--- src/rtl/regfile_pkg.sv ---
// Shared definitions for the register-file dump path.
// The register file and later debug blocks reuse the state encoding.
package regfile_pkg;

  // Register index width; fixed regardless of how many registers a bank holds
  localparam int REG_IDX_W = 5;

  // Bank select values as seen on rf_fpoint / out_fp
  localparam logic BANK_INT = 1'b0;
  localparam logic BANK_FP  = 1'b1;

  // Dump sequencer states
  typedef enum logic [1:0] {
    IDLE = 2'd0,
    ADDR = 2'd1,
    HOLD = 2'd2,
    DONE = 2'd3
  } dump_state_t;

endpackage

--- src/rtl/regfile_dump_ctr.sv ---
// Index/bank walker for the register-file dump.
// Steps through 0..NUM_REGS-1 of the integer bank, then of the FP bank,
// and flags the final (index, bank) pair of the dump.
module regfile_dump_ctr
  import regfile_pkg::*;
#(
  parameter int NUM_REGS   = 32,
  parameter int INCLUDE_FP = 1
) (
  input  logic                 clk,
  input  logic                 reset_n,
  input  logic                 clear,
  input  logic                 advance,
  output logic [REG_IDX_W-1:0] index,
  output logic                 bank,
  output logic                 last
);

  localparam logic [REG_IDX_W-1:0] LAST_IDX  = REG_IDX_W'(NUM_REGS - 1);
  localparam logic                 LAST_BANK = (INCLUDE_FP != 0) ? BANK_FP : BANK_INT;

  // Index/bank registers: clear back to int 0, or step with wrap into the FP bank
  always_ff @(posedge clk or negedge reset_n) begin
    if (!reset_n) begin
      index <= '0;
      bank  <= BANK_INT;
    end else if (clear) begin
      index <= '0;
      bank  <= BANK_INT;
    end else if (advance) begin
      if (index == LAST_IDX) begin
        index <= '0;
        bank  <= BANK_FP;
      end else begin
        index <= index + 1'b1;
      end
    end
  end

  // The dump ends on the top register of the last bank being walked
  always_comb begin
    last = (index == LAST_IDX) && (bank == LAST_BANK);
  end

endmodule

--- src/rtl/regfile_dump_reader.sv ---
// Sequential register-file read-out engine.
// Takes over read port A on start, walks the integer bank (and optionally the
// FP bank), and streams each word out over a valid/ready interface.
module regfile_dump_reader
  import regfile_pkg::*;
#(
  parameter int NUM_REGS   = 32,
  parameter int INCLUDE_FP = 1,
  parameter int DATA_W     = 32
) (
  input  logic                 clk,
  input  logic                 reset_n,
  input  logic                 start,
  input  logic                 abort,
  output logic [REG_IDX_W-1:0] rf_rs,
  output logic                 rf_fpoint,
  input  logic [DATA_W-1:0]    rf_busA,
  output logic                 busy,
  output logic                 out_valid,
  input  logic                 out_ready,
  output logic [DATA_W-1:0]    out_data,
  output logic [REG_IDX_W-1:0] out_index,
  output logic                 out_fp,
  output logic                 out_last,
  output logic                 done
);

  dump_state_t state;
  dump_state_t state_next;

  logic ctr_clear;
  logic ctr_advance;
  logic ctr_last;
  logic capture;
  logic drop_valid;
  logic handshake;

  // The counter registers drive the register-file address directly, so the
  // read address is always a flop output.
  regfile_dump_ctr #(
    .NUM_REGS   (NUM_REGS),
    .INCLUDE_FP (INCLUDE_FP)
  ) u_ctr (
    .clk     (clk),
    .reset_n (reset_n),
    .clear   (ctr_clear),
    .advance (ctr_advance),
    .index   (rf_rs),
    .bank    (rf_fpoint),
    .last    (ctr_last)
  );

  assign handshake = out_valid && out_ready;

  // State register
  always_ff @(posedge clk or negedge reset_n) begin
    if (!reset_n) begin
      state <= IDLE;
    end else begin
      state <= state_next;
    end
  end

  // Next-state and control decode; abort overrides everything outside IDLE
  always_comb begin
    state_next  = state;
    ctr_clear   = 1'b0;
    ctr_advance = 1'b0;
    capture     = 1'b0;
    drop_valid  = 1'b0;
    case (state)
      IDLE: begin
        // Keeps the address parked at int 0 and primes the walk for start
        ctr_clear = 1'b1;
        if (start && !abort) begin
          state_next = ADDR;
        end
      end
      ADDR: begin
        if (abort) begin
          state_next = IDLE;
          ctr_clear  = 1'b1;
          drop_valid = 1'b1;
        end else begin
          capture    = 1'b1;
          state_next = HOLD;
        end
      end
      HOLD: begin
        if (abort) begin
          state_next = IDLE;
          ctr_clear  = 1'b1;
          drop_valid = 1'b1;
        end else if (handshake) begin
          drop_valid = 1'b1;
          if (out_last) begin
            state_next = DONE;
          end else begin
            ctr_advance = 1'b1;
            state_next  = ADDR;
          end
        end
      end
      DONE: begin
        state_next = IDLE;
        ctr_clear  = 1'b1;
      end
      default: begin
        state_next = IDLE;
        ctr_clear  = 1'b1;
      end
    endcase
  end

  // Status outputs: busy tracks the upcoming state, done follows the DONE cycle
  always_ff @(posedge clk or negedge reset_n) begin
    if (!reset_n) begin
      busy <= 1'b0;
      done <= 1'b0;
    end else begin
      busy <= (state_next != IDLE);
      done <= (state == DONE) && !abort;
    end
  end

  // Output word register: loads in ADDR, holds through HOLD until accepted
  always_ff @(posedge clk or negedge reset_n) begin
    if (!reset_n) begin
      out_valid <= 1'b0;
      out_last  <= 1'b0;
      out_data  <= '0;
      out_index <= '0;
      out_fp    <= BANK_INT;
    end else if (capture) begin
      out_valid <= 1'b1;
      out_last  <= ctr_last;
      out_data  <= rf_busA;
      out_index <= rf_rs;
      out_fp    <= rf_fpoint;
    end else if (drop_valid) begin
      out_valid <= 1'b0;
      out_last  <= 1'b0;
    end
  end

endmodule

--- config.mk ---
export PLATFORM = sky130hd
export DESIGN_NAME = regfile_dump_reader
export DESIGN_NICKNAME = d
export VERILOG_FILES = /design/src/rtl/regfile_pkg.sv /design/src/rtl/regfile_dump_ctr.sv /design/src/rtl/regfile_dump_reader.sv
export SDC_FILE = /design/constraint.sdc
export NUM_CORES = 1
export LEC_CHECK = 0
export CORE_MARGIN = 8
export CORE_UTILIZATION = 50
export DETAILED_ROUTE_END_ITERATION = 7
export DONT_BUFFER_PORTS = 1
export PLACE_DENSITY_LB_ADDON = 0.05
export SYNTH_ARGS = -nofsm -noshare
export SYNTH_HDL_FRONTEND = slang
export SYNTH_SLANG_ARGS = --single-unit
--- constraint.sdc ---
create_clock -name clk -period 2.2 [get_ports clk]
set_input_delay 0.22 -clock clk [delete_from_list [all_inputs] [get_ports clk]]
set_output_delay 0.22 -clock clk [all_outputs]
set_load 0.02 [all_outputs]
After elaboration in Yosys (flattened, before gate mapping)
Cells that the tools add are included.
{"block": "totals", "regBits": 50, "inputBits": 37, "output_inout_bits": 48, "wordCells": 54}
{"block": "classes", "add_sub_neg": 1, "n_eq_ne": 4, "n_mux": 26, "n_reduce_logical": 13}
{"cell": "$mux 1", "count": 15}
{"cell": "$mux 5", "count": 3}
{"cell": "$mux 2", "count": 5}
{"cell": "$pmux 2 s4", "count": 1}
{"cell": "$reduce_bool 2->1", "count": 4}
{"cell": "$add 5x1->5 const B", "count": 1}
{"cell": "$eq 5x5->1 const B", "count": 1}
{"cell": "$eq 2x2->1 const B", "count": 2}
{"cell": "$logic_and 1x1->1", "count": 4}
{"cell": "$pmux 1 s2", "count": 2}
{"cell": "$reduce_or 2->1", "count": 2}
{"cell": "$eq 2x1->1 const B", "count": 1}
{"cell": "$logic_not 2->1", "count": 1}
{"cell": "$reduce_and 2->1", "count": 1}
{"cell": "$logic_not 1->1", "count": 1}

Depth between registers and ports, before layout
{"block": "logic_depth", "depth_word": 6, "ltp_mapped": 7, "mapped_depth_nobuf": 6}

By module
Synthesis repeated with hierarchy kept, for this count alone.
{"block": "unflattened", "hier_cells": 151, "area_unflattened_um2": 2132.0}
{"mod": "regfile_dump_reader", "instances": 1, "cells_per_inst": 121, "area_per_inst_um2": 1821.7}
{"mod": "regfile_dump_ctr", "instances": 1, "cells_per_inst": 30, "area_per_inst_um2": 310.3}

Least setup slack after synthesis
No wires, ideal clock.
{"block": "synth_timing", "path_type": "register to register", "startpoint": "register u_ctr.index[0]", "endpoint": "register u_ctr.index[3]", "setup_time_ns": 0.082, "arrival_time_ns": 1.759, "path_slack_ns": 0.360, "stages_incl_launch_ff": 6, "n_path_buf": 0, "period_less_slack_ns": 1.840, "cell_sequence": "dfrtp_1 > ha_1 > and3_1 > ha_1 > or4_1 > a31oi_1"}
{"block": "synth_between", "elab_chain_cells": 4, "word_cells_on_any_way": 5}
{"element": "start: declaration", "line": "regfile_dump_ctr.sv:14", "text": "output logic [REG_IDX_W-1:0] index,"}
{"element": "start signal: assignment", "line": "regfile_dump_ctr.sv:35", "text": "index <= index + 1'b1;"}
{"element": "$add 5x1->5 / $eq 5x5->1 (equally long branches)", "line": "regfile_dump_ctr.sv:35, regfile_dump_ctr.sv:31"}
{"element": "$mux 5 *", "line": "regfile_dump_ctr.sv:31", "text": "if (index == LAST_IDX) begin"}
{"element": "$mux 5 *", "line": "regfile_dump_ctr.sv:30", "text": "end else if (advance) begin"}
{"element": "$mux 5 *", "line": "regfile_dump_ctr.sv:27", "text": "end else if (clear) begin"}
Every way passes the cells marked *; elsewhere a longest branch is shown, timed or not. The select of a mux whose other input is x is not followed.
A chain may end at the register's enable or synchronous reset.

Final worst setup path
{"block": "layout_timing", "startpoint": "register state[1]", "endpoint": "register out_data[24]"}
{"block": "layout_between", "elab_chain_cells": 2}
{"element": "start: declaration", "line": "regfile_dump_reader.sv:28", "text": "dump_state_t state;"}
{"element": "start signal: assignment", "line": "regfile_dump_reader.sv:60", "text": "state <= state_next;"}
{"element": "$eq 2x1->1", "line": "regfile_dump_reader.sv:71", "text": "case (state)"}
{"element": "$mux 1", "line": "regfile_dump_reader.sv:71"}
{"element": "end signal: assignment", "line": "regfile_dump_reader.sv:137", "text": "out_data <= rf_busA;"}
{"element": "end: declaration", "line": "regfile_dump_reader.sv:21", "text": "output logic [DATA_W-1:0] out_data,"}
Every way passes these cells.

==> flow_metrics.py <==
metrics = {
    "layout": {
        "nNetsFinal": 205,
        "drive_above_1_share_pct": 31.7,
        "n_antenna_cell": 0,
        "fin_area_mm2": 0.00230,
        "final_util_pct": 57.6,
        "syn2layout_area_growth_pct": 10.5,
        "fill_cells": 333,
    },
    "critical_path": {
        "worstSetupStartpointType": "flip-flop",
        "cp.arrival_ns": 2.07,
        "cpPeakStageDelay_ns": 0.44,
        "crit_path_end_kind": "flip-flop",
        "cp_max_fo": 21,
        "cp_slowest_cell": "nor2b_4",
        "criticalPathCategory": "reg2reg",
        "reg2reg_slack_ns": 0.30,
        "worstPathCellList": "inv_1, ha_1, nor2b_4, buf_12, mux2_2",
        "critPathRequiredTime_ns": 2.37,
    },
    "sta": {
        "hold_violations": 0,
        "finalSetupViolCount": 0,
        "fin_crit_ns": 1.90,
        "fin_worst_skew_ns": 0.00347,
        "maxSlewHeadroom_pct": 70.8,
        "hold_ws_ns": 0.0383,
        "worst-slew-pin-transition_ns": 0.437,
        "setup-tns-final_ns": 0,
        "fin_crit_sh_pct": 86.2,
        "fmax_mhz": 527,
        "slew_violations": 0,
        "rsz0062_at_grt": "false",
    },
    "global_routing": {
        "overflow": 0,
        "track_usage_pct": 13.5,
        "grt_pass1_vias": 1378,
        "grt_pass1_wl_um": 6840,
        "grt_max_degree": 51,
        "grt_antenna_before_repair": 0,
    },
    "drt": {
        "drc_errors": 0,
        "routed_wl_um": 4400,
        "drtIter0Drc": 124,
        "route.vias.total": 1254,
        "vias_per_cell": 5.94,
        "postRouteAntennaNets": 0,
        "dr.pass1.iters": 4,
        "routedWlPerCell_um": 20.8,
    },
    "logic_synthesis": {
        "avgSynthCellArea_um2": 13.6,
        "ys_top_cells_by_count": "50 x dfrtp_1, 38 x mux2_2, 10 x nand2_1",
        "synthDistinctLibCells": 28,
        "synth-edff-count": 0,
        "ys.flop_type": "dfrtp_1",
        "seq_area_frac_synth_pct": 60.1,
        "async_flop_share_pct": 100,
        "post-synth-top-area-cell": "dfrtp_1",
        "yosysWarnings": 0,
        "syn_nets": 196,
        "synth_area_mm2": 0.00208,
        "synth_seq_cells": 50,
        "synthCells": 153,
        "yosysMostFrequentCell": "dfrtp_1",
        "synth_area_leaders": "dfrtp_1 60%, mux2_2 21%, ha_1 3.6%",
        "synth_top_area_share_pct": 60.1,
    },
    "power_and_ir_drop": {
        "vdd_drop_max_mv": 0.714,
        "powerDensity_mw_per_mm2": 1400,
        "total_leakage_power_nw": 1.03,
    },
    "run": {
        "drv_cap": 0,
    },
    "placement": {
        "place_area_mm2": 0.00217,
        "port_buffers": 0,
        "globalplace.congestion": 0.756,
        "hpwl_um": 3340,
    },
    "floorplan": {
        "ioPinCount": 85,
        "rows": 23,
        "initial_core_util_pct": 52.1,
        "die_x_um": 80.6,
        "core_mm2": 0.00400,
        "die_y_um": 80.6,
        "dieArea_mm2": 0.00649,
    },
    "min_path": {
        "hold_path.class": "in2reg",
    },
    "run_status": {
        "outcome": "finished clean",
    },
    "cts": {
        "root_buffer": "clkbuf_8",
        "cts_setup_buffers": 0,
        "htreeDepth": 2,
        "clock_sinks": 50,
        "clk_latency_ns": 0.29,
        "post_cts_resized": 0,
        "numCtsBuffers": 5,
        "hold_buffers": 3,
        "clk_pin_slew_worst_paths_ns": 0.08,
        "clk_path_buf_depth": 2,
        "cts_tree": "built",
    },
}
## state kept, by name, indices dropped and copies added, names as in the netlist
register	flops
out_data	32
out_index	5
u_ctr.index	5
state	2
busy	1
done	1
out_fp	1
out_last	1
out_valid	1
u_ctr.bank	1
## power breakdown
| part | internal (mW) | leakage, nW | switching [mW] | total, mW |
|---|---|---|---|---|
| clock network | 0.243 | 0.0431 | 0.264 | 0.506 |
| registers | 1.26 | 0.619 | 0.692 | 1.96 |
| logic | 0.437 | 0.367 | 0.318 | 0.755 |
## cell families (layout without fill, tap and decap cells)
group | Yosys count | in the layout | synth area share (%)
mux | 38 | 38 | 20.5
buf+inv | 9 | 17 | 1.86
simple gates | 32 | 32 | 8.83
flops | 50 | 50 | 60.1
fa+ha+maj | 6 | 6 | 3.60
compound gates | 18 | 18 | 5.11
## final cells by class
| class | count | area [µm²] | share of cell area, % |
|---|---|---|---|
| clock buffer | 6 | 82.6 | 3.59 |
| timing repair buffer | 7 | 90.1 | 3.91 |
| multi-input combinational | 94 | 801 | 34.8 |
| inverter | 4 | 15.0 | 0.652 |
| sequential | 50 | 1250 | 54.3 |
| tap | 50 | 62.6 | 2.72 |
## metal layers
metal  global-route usage, %  part of all wire, %
met5                       0                    0
met4                    5.64                  1.3
met3                    7.03                   13
met2                    22.8                   50
met1                    13.7                   36
## per-stage QoR
stage / worst slack, ns / power [mW] / instances
after global placement: 0.402 / 2.67 / 202
after detailed placement: 0.322 / 2.72 / 202
after floorplan: 0.360 / 2.49 / 153
after CTS: 0.293 / 3.27 / 211
after global routing: 0.170 / 3.41 / 211
final: 0.304 / 3.22 / 211
## critical path, delay by kind of cell (launching register included)
kind                     cells  cell delay [ns]
AND/OR/NAND/NOR              1             0.44
buffers and inverters        2             0.32
adder cells (fa/ha/maj)      1             0.24
multiplexers                 1             0.35
flip-flops                   1             0.43
## placed cells by master (no fill, tap or decap), types with 2 or more instances in the layout
cell type,n
a31oi_1,2
clkbuf_8,6
buf_4,3
nand2_1,10
ha_1,6
inv_1,4
dfrtp_1,50
nand2b_1,4
mux2_2,38
a21oi_1,9
dlygate4sd3_1,2
nor2_1,6
o21ai_0,2
## path summary, 6_finish.rpt
| kind | from | cells past startpoint | end |
|---|---|---|---|
| max | state[1] | 5 | out_data[24] |
| min | abort | 1 | out_valid |
| max reg2reg | state[1] | 5 | out_data[24] |
| min reg2reg | state[0] | 1 | state[0] |
| max in group asynchronous | reset_n | 2 | u_ctr.index[0] |
| min in group asynchronous | reset_n | 2 | out_data[17] |
Note: power is estimated with default switching activity, not from simulation.
